`config.mk`:
```
export PLATFORM = sky130hd
export DESIGN_NAME = id_ex_operand_stage
export DESIGN_NICKNAME = d
export VERILOG_FILES = /design/src/rtl/id_ex_operand_stage.sv
export SDC_FILE = /design/constraint.sdc
export NUM_CORES = 1
export LEC_CHECK = 0
export CAP_MARGIN = 20
export CORE_UTILIZATION = 50
export CTS_BUF_LIST = sky130_fd_sc_hd__clkbuf_4
export DETAILED_ROUTE_END_ITERATION = 8
export GPL_ROUTABILITY_DRIVEN = 0
export PLACE_DENSITY = 0.92
export RECOVER_POWER = 50
export SLEW_MARGIN = 20
export SYNTH_ARGS = -nofsm -noshare
export SYNTH_HDL_FRONTEND = slang
export SYNTH_SLANG_ARGS = --single-unit
```
`constraint.sdc`:
```
create_clock -name clk -period 5.95 [get_ports clk]
set_input_delay 0.595 -clock clk [delete_from_list [all_inputs] [get_ports clk]]
set_output_delay 0.595 -clock clk [all_outputs]
set_load 0.02 [all_outputs]
```
`src/rtl/id_ex_operand_stage.sv`:
```
// ---------------------------------------------------------------------------
// id_ex_operand_stage
//
// Pipeline register between decode / register-file read and the ALU stage.
// Captures one decoded instruction per valid/ready handshake, resolves RAW
// hazards by forwarding from the EX/MEM and MEM/WB result buses, and holds
// the instruction (out_valid low) while a source operand waits on a load
// that has not returned yet. Forwarding is re-evaluated every cycle the
// slot stays occupied, so a load is picked up from MEM/WB one cycle after
// it leaves EX/MEM.
//
// Ports:
//   clk, rst_n          clock, asynchronous active-low reset
//   flush               kills held instruction and incoming transfer
//   in_valid/in_ready   decode-side handshake
//   in_rs*_idx/_val     source indices and register-file read values
//   in_imm, in_use_imm  immediate and operand-2 select
//   in_op/mod/op2_neg   ALU control
//   in_rd, in_rd_we     destination, carried downstream
//   exmem_*             EX/MEM forwarding bus (data_ok=0: load pending)
//   memwb_*             MEM/WB forwarding bus (always final)
//   out_valid/out_ready ALU-side handshake
//   out_*               registered operands / control to the ALU
// ---------------------------------------------------------------------------
module id_ex_operand_stage #(
    parameter int XLEN   = 32,
    parameter int RIDX_W = 5
) (
    input  logic              clk,
    input  logic              rst_n,
    input  logic              flush,
    input  logic              in_valid,
    output logic              in_ready,
    input  logic [RIDX_W-1:0] in_rs1_idx,
    input  logic [RIDX_W-1:0] in_rs2_idx,
    input  logic [XLEN-1:0]   in_rs1_val,
    input  logic [XLEN-1:0]   in_rs2_val,
    input  logic [XLEN-1:0]   in_imm,
    input  logic              in_use_imm,
    input  logic [2:0]        in_op,
    input  logic              in_mod,
    input  logic              in_op2_neg,
    input  logic [RIDX_W-1:0] in_rd,
    input  logic              in_rd_we,
    input  logic              exmem_we,
    input  logic [RIDX_W-1:0] exmem_rd,
    input  logic              exmem_data_ok,
    input  logic [XLEN-1:0]   exmem_val,
    input  logic              memwb_we,
    input  logic [RIDX_W-1:0] memwb_rd,
    input  logic [XLEN-1:0]   memwb_val,
    output logic              out_valid,
    input  logic              out_ready,
    output logic [XLEN-1:0]   out_rs1_val,
    output logic [XLEN-1:0]   out_rs2_val,
    output logic [XLEN-1:0]   out_imm,
    output logic              out_use_imm,
    output logic [2:0]        out_op,
    output logic              out_mod,
    output logic              out_op2_neg,
    output logic [RIDX_W-1:0] out_rd,
    output logic              out_rd_we
);

    logic              occ_p0;
    logic              rdy1_p0;
    logic              rdy2_p0;
    logic [RIDX_W-1:0] rs1_idx_p0;
    logic [RIDX_W-1:0] rs2_idx_p0;

    logic              capture;
    logic              consume;
    logic [XLEN:0]     res1_cap;
    logic [XLEN:0]     res2_cap;
    logic [XLEN:0]     res1_hold;
    logic [XLEN:0]     res2_hold;

    // Returns {rdy, value}. EX/MEM wins over MEM/WB (youngest producer).
    // A pending load leaves the value untouched and drops rdy.
    function automatic logic [XLEN:0] resolve(
        input logic [RIDX_W-1:0] idx,
        input logic [XLEN-1:0]   cur_val,
        input logic              cur_rdy,
        input logic              ex_we,
        input logic [RIDX_W-1:0] ex_rd,
        input logic              ex_ok,
        input logic [XLEN-1:0]   ex_val,
        input logic              wb_we,
        input logic [RIDX_W-1:0] wb_rd,
        input logic [XLEN-1:0]   wb_val
    );
        logic [XLEN:0] r;
        r = {cur_rdy, cur_val};
        if (idx == '0)
            r = {1'b1, {XLEN{1'b0}}};
        else if (ex_we && (ex_rd == idx))
            r = ex_ok ? {1'b1, ex_val} : {1'b0, cur_val};
        else if (wb_we && (wb_rd == idx))
            r = {1'b1, wb_val};
        return r;
    endfunction

    assign out_valid = occ_p0 & rdy1_p0 & rdy2_p0;
    assign in_ready  = !flush & (!occ_p0 | (out_valid & out_ready));
    assign capture   = in_valid & in_ready;
    assign consume   = out_valid & out_ready;

    always_comb begin
        res1_cap  = resolve(in_rs1_idx, in_rs1_val, 1'b1, exmem_we, exmem_rd,
                            exmem_data_ok, exmem_val, memwb_we, memwb_rd, memwb_val);
        res2_cap  = resolve(in_rs2_idx, in_rs2_val, 1'b1, exmem_we, exmem_rd,
                            exmem_data_ok, exmem_val, memwb_we, memwb_rd, memwb_val);
        res1_hold = resolve(rs1_idx_p0, out_rs1_val, rdy1_p0, exmem_we, exmem_rd,
                            exmem_data_ok, exmem_val, memwb_we, memwb_rd, memwb_val);
        res2_hold = resolve(rs2_idx_p0, out_rs2_val, rdy2_p0, exmem_we, exmem_rd,
                            exmem_data_ok, exmem_val, memwb_we, memwb_rd, memwb_val);
    end

    // ---- ID/EX register boundary ----
    always_ff @(posedge clk or negedge rst_n) begin
        if (!rst_n) begin
            occ_p0      <= 1'b0;
            rdy1_p0     <= 1'b0;
            rdy2_p0     <= 1'b0;
            rs1_idx_p0  <= '0;
            rs2_idx_p0  <= '0;
            out_rs1_val <= '0;
            out_rs2_val <= '0;
            out_imm     <= '0;
            out_use_imm <= 1'b0;
            out_op      <= '0;
            out_mod     <= 1'b0;
            out_op2_neg <= 1'b0;
            out_rd      <= '0;
            out_rd_we   <= 1'b0;
        end else if (flush) begin
            occ_p0  <= 1'b0;
            rdy1_p0 <= 1'b0;
            rdy2_p0 <= 1'b0;
        end else if (capture) begin
            occ_p0      <= 1'b1;
            rdy1_p0     <= res1_cap[XLEN];
            // The immediate replaces rs2, so a pending rs2 load never stalls.
            rdy2_p0     <= res2_cap[XLEN] | in_use_imm;
            rs1_idx_p0  <= in_rs1_idx;
            rs2_idx_p0  <= in_rs2_idx;
            out_rs1_val <= res1_cap[XLEN-1:0];
            out_rs2_val <= res2_cap[XLEN-1:0];
            out_imm     <= in_imm;
            out_use_imm <= in_use_imm;
            out_op      <= in_op;
            out_mod     <= in_mod;
            out_op2_neg <= in_op2_neg;
            out_rd      <= in_rd;
            out_rd_we   <= in_rd_we;
        end else if (consume) begin
            // Bubble: operand fields keep their last value.
            occ_p0 <= 1'b0;
        end else if (occ_p0) begin
            // Held (stalled or backpressured): keep re-forwarding.
            rdy1_p0     <= res1_hold[XLEN];
            rdy2_p0     <= res2_hold[XLEN] | out_use_imm;
            out_rs1_val <= res1_hold[XLEN-1:0];
            out_rs2_val <= res2_hold[XLEN-1:0];
        end
    end

endmodule

```
==> Word level (Yosys, flattened, before mapping) <==
Cells that the tools add are included.
W data, S select, Z words.
{ "word_totals": {"reg_bits": 121, "input_bits": 200, "out_inout_bits": 110, "word_cells": 92} }
{ "op_classes": {"n_eq_ne": 12, "n_mux": 32, "n_bitwise": 9, "reduce_logical": 25} }
{ "op_table": {"columns": ["cell", "n"], "rows": [
  ["$mux W33", 13],
  ["$mux W32", 8],
  ["$eq A5 B5 Y1", 8],
  ["$logic_not A5 Y1", 4],
  ["$mux W1", 11],
  ["$reduce_and A5 Y1", 2],
  ["$logic_and A1 B1 Y1", 8],
  ["$ne A4 B4 Y1 const B", 2],
  ["$reduce_bool A4 Y1", 2],
  ["$reduce_bool A3 Y1", 2],
  ["$and A1 B1 Y1", 5],
  ["$reduce_bool A5 Y1", 1],
  ["$reduce_and A2 Y1", 2],
  ["$ne A3 B3 Y1 const B", 1],
  ["$or A1 B1 Y1", 3],
  ["$reduce_and A3 Y1", 1],
  ["$logic_not A1 Y1", 2],
  ["$ne A2 B2 Y1 const B", 1],
  ["$reduce_bool A2 Y1", 1],
  ["$not A1 Y1", 1]
]} }

==> Logic depth before layout (Yosys ltp) <==
{ "logic_depth": {"word_depth": 10, "ltp_mapped": 9, "ltp_nobuf": 6} }

==> Least setup slack after synthesis <==
Ideal clock, no wire load.
{ "synth_path": {"kind": "input to register", "from": "input memwb_rd[4]", "to": "register out_rs2_val[19]", "setup_time_ps": 125, "arrival_ps": 2465, "t_required_ps": 5825, "setup_slack_ps": 3360, "path_stages": 9, "n_path_buf": 3, "path_cell_list": "buf_6 > xnor2_2 > nand3_1 > or4_4 > buf_6 > buf_6 > a221o_1 > a22o_1 > mux2_4"} }
{ "synth_between": {"elab_chain_cells": 6, "elab_cells_between_ends": 10, "cone_classes": "eq/ne (2); mux (4); reduce/logical (4)"} }
{ "synth_rtl": {"columns": ["item", "line_no", "source"], "rows": [
  ["start: declaration", "50", "input logic [RIDX_W-1:0] memwb_rd,"],
  ["$eq A5 B5 Y1", "98", "else if (wb_we && (wb_rd == idx))"],
  ["$logic_and A1 B1 Y1", "98", null],
  ["$mux W32", "98", null],
  ["$mux W33", "96", "else if (ex_we && (ex_rd == idx))"],
  ["$mux W33", "94", "if (idx == '0)"],
  ["$mux W32", "140", "end else if (capture) begin"],
  ["end signal: assignment", "148", "out_rs2_val <= res2_cap[XLEN-1:0];"],
  ["end signal: assignment", "164", "out_rs2_val <= res2_hold[XLEN-1:0];"],
  ["end: declaration", "55", "output logic [XLEN-1:0] out_rs2_val,"]
]} }
Parallel ways exist; a longest one is shown, timed or not.
A chain may end at the register's enable or synchronous reset.

==> Final worst setup path <==
{ "layout_path": {"from": "input exmem_rd[0]", "to": "register out_rs2_val[23]"} }
{ "layout_between": {"elab_chain_cells": 7, "elab_cells_between_ends": 14, "cone_classes": "eq/ne (3); mux (7); reduce/logical (4)"} }
{ "layout_rtl": {"columns": ["item", "line_no", "source"], "rows": [
  ["start: declaration", "46", "input logic [RIDX_W-1:0] exmem_rd,"],
  ["$eq A5 B5 Y1", "96", null],
  ["$logic_and A1 B1 Y1", "96", null],
  ["$mux W33", "96", null],
  ["$mux W33", "94", null],
  ["$mux W32", "159", "end else if (occ_p0) begin"],
  ["$mux W32", "156", "end else if (consume) begin"],
  ["$mux W32", "140", null]
]} }
Parallel ways exist; a longest one is shown, timed or not. The select of a mux whose other input is x is not followed.

==> metrics <==
Post-Syn Area per Cell 10.39 um2; Netlist cell types 46; mux cell area share after synthesis 20.26%; chip width 131.7 um; Post-Synthesis Cells slightly above 800; total negative slack 0 ns; post-CTS setup buffer count 0; RSZ-0062 raised after global routing no; Synth area leader dfrtp_1; ANT nets after route 0; Arrival @ worst endpoint 4.24 ns; core footprint 0.01652 mm2; status complete, but fails checks; adder-cell share of the synthesized area 0%; Final nets roughly 1300; crit-path max FO 20; final wirelength 29720 um; Slew HR -79.49%; Setup Viol. Count Final 0; Wirelength per Cell around 23 um; Skew-Pair Late Insertion Delay 0.53 ns; async set or reset register ratio after synthesis 100.0%; Die H 131.7 um; CTS Buf Count 17; DR pass1 iterations 6; Worst R2R Start rs2_idx_p0[0]$_DFFE_PN0P_; FF-to-FF setup slack between 2 and 2.5 ns; # fillers 1184; Static Leak between 4 and 5 nW; Commonest cells post-synth 121 x dfrtp_1, 109 x mux2_2, 67 x clkbuf_1; met3 Resource Use GR under 10%; CP endpoint kind flop; vias per cell approximately 6.5; Max Slew Vio Count 47; ys flop type dfrtp_1; dpl cells 1270; number of global-route vias before repair roughly 8500; Final Hold Viols 0; Max Clk Rate 0.2621 GHz; Detailed Route Iter0 Violations 926; dpl cell area 0.01163 mm2; largest net degree at the start of global routing between 70 and 80; final cell count without fillers between 1000 and 1500; power after layout around 0.0032 W; layout cells sized above 1 between 20 and 25%; Die ar. between 0.015 and 0.02 mm2; Worst IR Drop VDD 0.2271 mV; PD cells approximately 270 mW/mm2; syn nets 1009; DRC 0; CP startpoint kind input pin; Initial Util ~50%; post-synth top area share 36.02%; simple-gate share of the synthesized area 10.02%; post-synthesis compound-gate area fraction roughly 25%; TritonCTS Sinks ~120; fin crit period 3.816 ns; GRT overflow 0; Worst EP required 6.38 ns; first-pass GRT wire length 46910 um; synth top area cells dfrtp_1 36%, mux2_2 15%, and2_1 4.8%; IO Pins 310; antenna violations before repair 1; hold_sp out_rs1_val[24]$_DFFE_PN0P_; Finished Cell Area 0.01198 mm2; WS Path Type input pin to flop; mapped cell area approximately 0.0084 mm2; Ys Warns 0; CTS tree done; clk buf depth 2; most frequent cell after synthesis dfrtp_1; final clock skew between 0.02 and 0.03 ns; failing checks capacitance limit, slew limit; Clock Root Buffer clkbuf_4; post-route setup slack 2.134 ns; clk slew on worst S/H paths 0.12 ns; worst hold path depth 1; Hold-fix buffers, CTS 1; HP Class flop to flop; Yosys reg bits roughly 120; Post-synth EDFFs 0; cells resized by post-CTS repair 0; Site Rows 47; main combinational cell family by area after synthesis compound AO/OA/AOI/OAI gates; IO Port Bufs 309; Global Route met2 Usage 55.03%; R2R Path End out_rs2_val[23]$_DFFE_PN0P_; Total GRT Usage between 30 and 40%; worst reg2reg path depth 8; H-tree depth 4; GR Layer Usage met1 42.28%; Max-Cap Viols 1; GR peak layer met2; crit share post-route approximately 64%; Hold Path End out_rs1_val[24]$_DFFE_PN0P_; Slew @ Worst Pin 2.692 ns; worst slack, placed about 1.6 ns; Seq/Total Area, Yosys a little over a third; vias 8538; area delta synth->final 42.46%; XOR/XNOR share of the synthesized area ~4.3%; dpl hpwl 20280 um
==> power by group <==
part           internal (W)  switching [W]
clock              0.000257       0.000362
sequential          0.00103       0.000132
combinational      0.000742       0.000665
==> state kept, by name, summed over array words and instances (netlist names), 3 cells and up <==
signal	count
out_imm	32
out_op	3
out_rd	5
out_rs1_val	32
out_rs2_val	32
rs1_idx_p0	5
rs2_idx_p0	5
==> layout by cell type, fill, tap and decap left out, types with 4 or more instances in the layout <==
cell type / count
buf_4: 15
and2_1: 64
mux2i_1: 31
clkinv_4: 5
mux2_2: 109
a221o_1: 31
xor2_1: 17
nor2_1: 6
clkdlybuf4s50_1: 304
a31o_2: 30
inv_6: 5
a22o_1: 28
a21oi_1: 62
inv_1: 4
or4_1: 4
and3_1: 33
a31oi_1: 4
dfrtp_1: 121
nand2_1: 7
a211oi_1: 32
nand3_1: 5
o32ai_1: 31
xnor2_1: 22
dlygate4sd3_1: 5
a221oi_1: 33
mux2_4: 11
clkbuf_4: 17
==> metrics by stage <==
step / util [%] / hold slack [ns]
after floorplan: - / 0.2994
after global placement: 70.39 / 0.4874
final: 72.48 / 0.5163
after global routing: 72.48 / 0.5342
after CTS: 72.22 / 0.5219
after detailed placement: 70.39 / 0.4941
==> metal layers <==
| metal | vias to the layer above | wire [um] |
|---|---|---|
| li1 | 3705 | - |
| met1 | 4124 | 11490 |
| met2 | 592 | 14150 |
| met3 | 117 | 2872 |
| met4 | 0 | 1208 |
| met5 | - | 0 |
==> cell families after synthesis <==
logic type      Yosys count
xor+xnor                 40
flops                   121
buf+inv                  88
simple gates            140
mux                     151
compound gates          269
==> critical path, stage by stage <==
cell	delay, ns
clkdlybuf4s50_1	0.52
xor2_1	0.23
nor4_4	0.87
buf_4	0.34
and2_1	0.17
a211oi_1	0.11
a21boi_4	0.59
buf_4	0.40
mux2_2	0.38
==> how the worst max path moves through the flow <==
stage | start | to
finish | exmem_rd[0] | out_rs2_val[23]$_DFFE_PN0P_
global route | exmem_rd[0] | out_rs2_val[25]$_DFFE_PN0P_
CTS | exmem_rd[0] | out_rs2_val[25]$_DFFE_PN0P_
detailed placement | exmem_rd[0] | out_rs2_val[0]$_DFFE_PN0P_
global placement | exmem_rd[0] | out_rs2_val[23]$_DFFE_PN0P_
floorplan | memwb_rd[4] | out_rs2_val[19]$_DFFE_PN0P_
==> area by class of cell <==
type / count / area, um2 / area share (%)
antenna: 1 / 2.502 / 0.02089
clock buffer: 17 / 127.6 / 1.066
clock inverter: 15 / 165.2 / 1.379
inverter: 5 / 18.77 / 0.1567
multi-input combinational: 600 / 5102 / 42.60
sequential: 121 / 3028 / 25.28
tap: 220 / 275.3 / 2.298
timing repair buffer: 327 / 3257 / 27.19
No activity file was read; power rests on OpenSTA's default activity.
==> RTL change, RTL diff (same flow settings) <==
The parameter `XLEN` goes from 32 to 16.
--- a/src/rtl/id_ex_operand_stage.sv
+++ b/src/rtl/id_ex_operand_stage.sv
@@ -24,5 +24,5 @@
 // ---------------------------------------------------------------------------
 module id_ex_operand_stage #(
-    parameter int XLEN   = 32,
+    parameter int XLEN   = 16,
     parameter int RIDX_W = 5
 ) (
Interface: changed (8 resized); port bits go from 310 to 182. The function was not compared with the original's and may differ.
==> RTL change against the original RTL <==
  * The run still ends with max-capacitance violations, max-slew violations left
  * Clock power decreased by 45%
  * Wire length decreased by 44%
  * Power decreased by 42%
  * Sequential cell count decreased by 48
  * Register-to-register slack got worse by 440 ps
  * Worst hold slack got worse by 1.1 ps
  * Synthesized cell count decreased by 40%
  * Synthesized area decreased by 39%
  * Worst setup slack got worse by 470 ps
  * Maximum frequency decreased by 11%
  * Final area decreased by 41%
  * Sequential power decreased by 40%
  * Critical path type unchanged
  * Critical endpoint is now out_rs1_val[6]$_DFFE_PN0P_
  * Highest routed layer unchanged
==> RTL change: results (changes against the original RTL) <==
Critical path
  • Critical path's slowest cell: a21oi_1 (was nor4_4)
  • Family with the most delay on the worst path: compound AO/OA/AOI/OAI gates (was buffers and inverters)
  • WP data arrival: 4640 ps (was 4240 ps)
  • Crit-path max cell delay: 1530 ps (was 870 ps)
  • Crit Path Max Fanout: 23 (was 20)
  • Worst setup startpoint: flush (was exmem_rd[0])

Synthesis
  • Synth top area cells: dfrtp_1 (36%), mux2_2 (17%), and2_1 (3.7%) (was dfrtp_1 (36%), mux2_2 (15%), and2_1 (4.8%))
  • Compound-Gate Fraction of Synth Area: 17.7% (was 24.9%)
  • Yosys Warn Count: 0 (unchanged)
  • Sequential share of the synthesized area: 35.7% (was 36.0%)
  • Netlist cell types: 44 (was 46)
  • Post-synthesis mux area share: 22.9% (was 20.3%)
  • Asr flop ratio synth: 100% (unchanged)
  • Post-Syn Nets: 608 (was 1009)
  • Synth top cells by count: mux2_2 (78), dfrtp_1 (73), and2_1 (30) (was dfrtp_1 (121), mux2_2 (109), clkbuf_1 (67))
  • XOR/XNOR share of the synthesized area: 7.14% (was 4.26%)

Clocking
  • CTS Buf Count: 9 (was 17)
  • Worst skew pair latency: 460 ps (was 530 ps)
  • H-tree Lvls: 3 (was 4)
  • Max clock buf depth: 2 (unchanged)
  • Hold buffers post-CTS: 0 (was 1)

Outcome
  • Failing checks: max-capacitance violations, max-slew violations (unchanged)
  • Status: finished with violations (unchanged)

Layout
  • Final nets: 763 (was 1272)
  • Largest regs: out_imm (16), out_rs1_val (16), out_rs2_val (16) (was out_imm (32), out_rs1_val (32), out_rs2_val (32))
  • Share of cells above drive strength 1: 18.7% (was 20.1%)
  • Ant diodes: 0 (was 1)

STA
  • Slew Viols, Final: 98 (was 47)
  • Layout Skew: 26.8 ps (was 28.0 ps)
  • Worst relative slew slack: -167% (was -79.5%)

Power and ir drop
  • Leakage: 2.68 nW (was 4.72 nW)
  • Worst vdd ir: 0.000188 V (was 0.000227 V)
  • NetSw: 0.000673 W (was 0.00116 W)

GRT
  • First-pass GRT wire length: 25700 µm (was 46900 µm)
  • Initial antenna violation count: 0 (was 1)
  • Total track usage: 32.4% (was 34.1%)
  • Vias in the first global route: 4891 (was 8488)

Routing
  • Iter 0 DRT Violations: 534 (was 926)
  • Via count: 5000 (was 8538)
  • Drt total wl: 16700 µm (was 29700 µm)

Place
  • Port bufs: 181 (was 309)

Job
  • Max cap viols: 2 (was 1)

Min path
  • HP Start: out_rs1_val[7]$_DFFE_PN0P_ (was out_rs1_val[24]$_DFFE_PN0P_)
[RTL change: cell types whose count changed after synthesis, sizes merged, moves of 16 or more]
| cell | before | now |
|---|---|---|
| o32ai | 31 | 15 |
| a32o | 0 | 16 |
| mux2 | 120 | 87 |
| and3 | 34 | 5 |
| and2 | 65 | 30 |
| clkbuf | 67 | 24 |
| a221oi | 33 | 16 |
| dfrtp | 121 | 73 |
| a22o | 28 | 0 |
| a31o | 30 | 2 |
| a21oi | 63 | 18 |
[RTL change: cell type report]
| cell class | count | area, µm² | area share [%] |
|---|---|---|---|
| Multi-Input combinational cell | 372 | 3100 | 43.8 |
| Sequential cell | 73 | 1830 | 25.8 |
| Timing Repair Buffer | 183 | 1820 | 25.7 |
| Tap cell | 133 | 166 | 2.35 |
| Clock inverter | 7 | 81.3 | 1.15 |
| Clock buffer | 9 | 67.6 | 0.954 |
| Inverter | 4 | 15.0 | 0.212 |
[RTL change: through the flow]
stage | area, µm² | hold WS, ps | setup WS (ps) | util, % | instances
after global placement | 6920 | 489 | 2130 | 70.2 | 765
after CTS | 7070 | 284 | 2420 | 71.7 | 781
final | 7080 | 515 | 1660 | 71.8 | 781
after global routing | 7080 | 528 | 1360 | 71.8 | 781
after floorplan | 5120 | 299 | 3360 | - | 488
after detailed placement | 6920 | 495 | 1940 | 70.2 | 765
[RTL change: power groups by stage]
stage               sequential (W)  combinational (W)  clock, W
floorplan                 0.000825           0.000288         0
global placement          0.000703           0.000777         0
detailed placement        0.000709           0.000799         0
CTS                       0.000699           0.000803  0.000350
global route              0.000714           0.000846  0.000372
finish                    0.000699           0.000799  0.000343
[RTL change: path summary, 6_finish.rpt]
check	to	slack, ps	depth (start not counted)
worst max-delay path	out_rs1_val[6]$_DFFE_PN0P_	1660	7
worst min-delay path	out_rs1_val[7]$_DFFE_PN0P_	520	1
worst max register to register	out_rs1_val[6]$_DFFE_PN0P_	1890	6
worst min register to register	out_rs1_val[7]$_DFFE_PN0P_	520	1
max in group asynchronous	out_rs1_val[11]$_DFFE_PN0P_	2210	1
min in group asynchronous	out_rs2_val[10]$_DFFE_PN0P_	1500	1
[RTL change: per-layer routing]
layer	part of all wire [%]	routed length, µm	track usage, %
met1	37	6170	38.2
met2	48	8010	54.9
met3	11	1890	9.02
met4	3.7	621	14.8
met5	0	0	0
[RTL change: logic make-up (layout without fill, tap and decap cells)]
logic type	after synthesis	after routing
AOI/OAI and AO/OA	109	109
xor gates and xnor gates	40	40
buffers and inverters	43	203
DFF	73	73
muxes	103	103
and+or+nand+nor	120	120
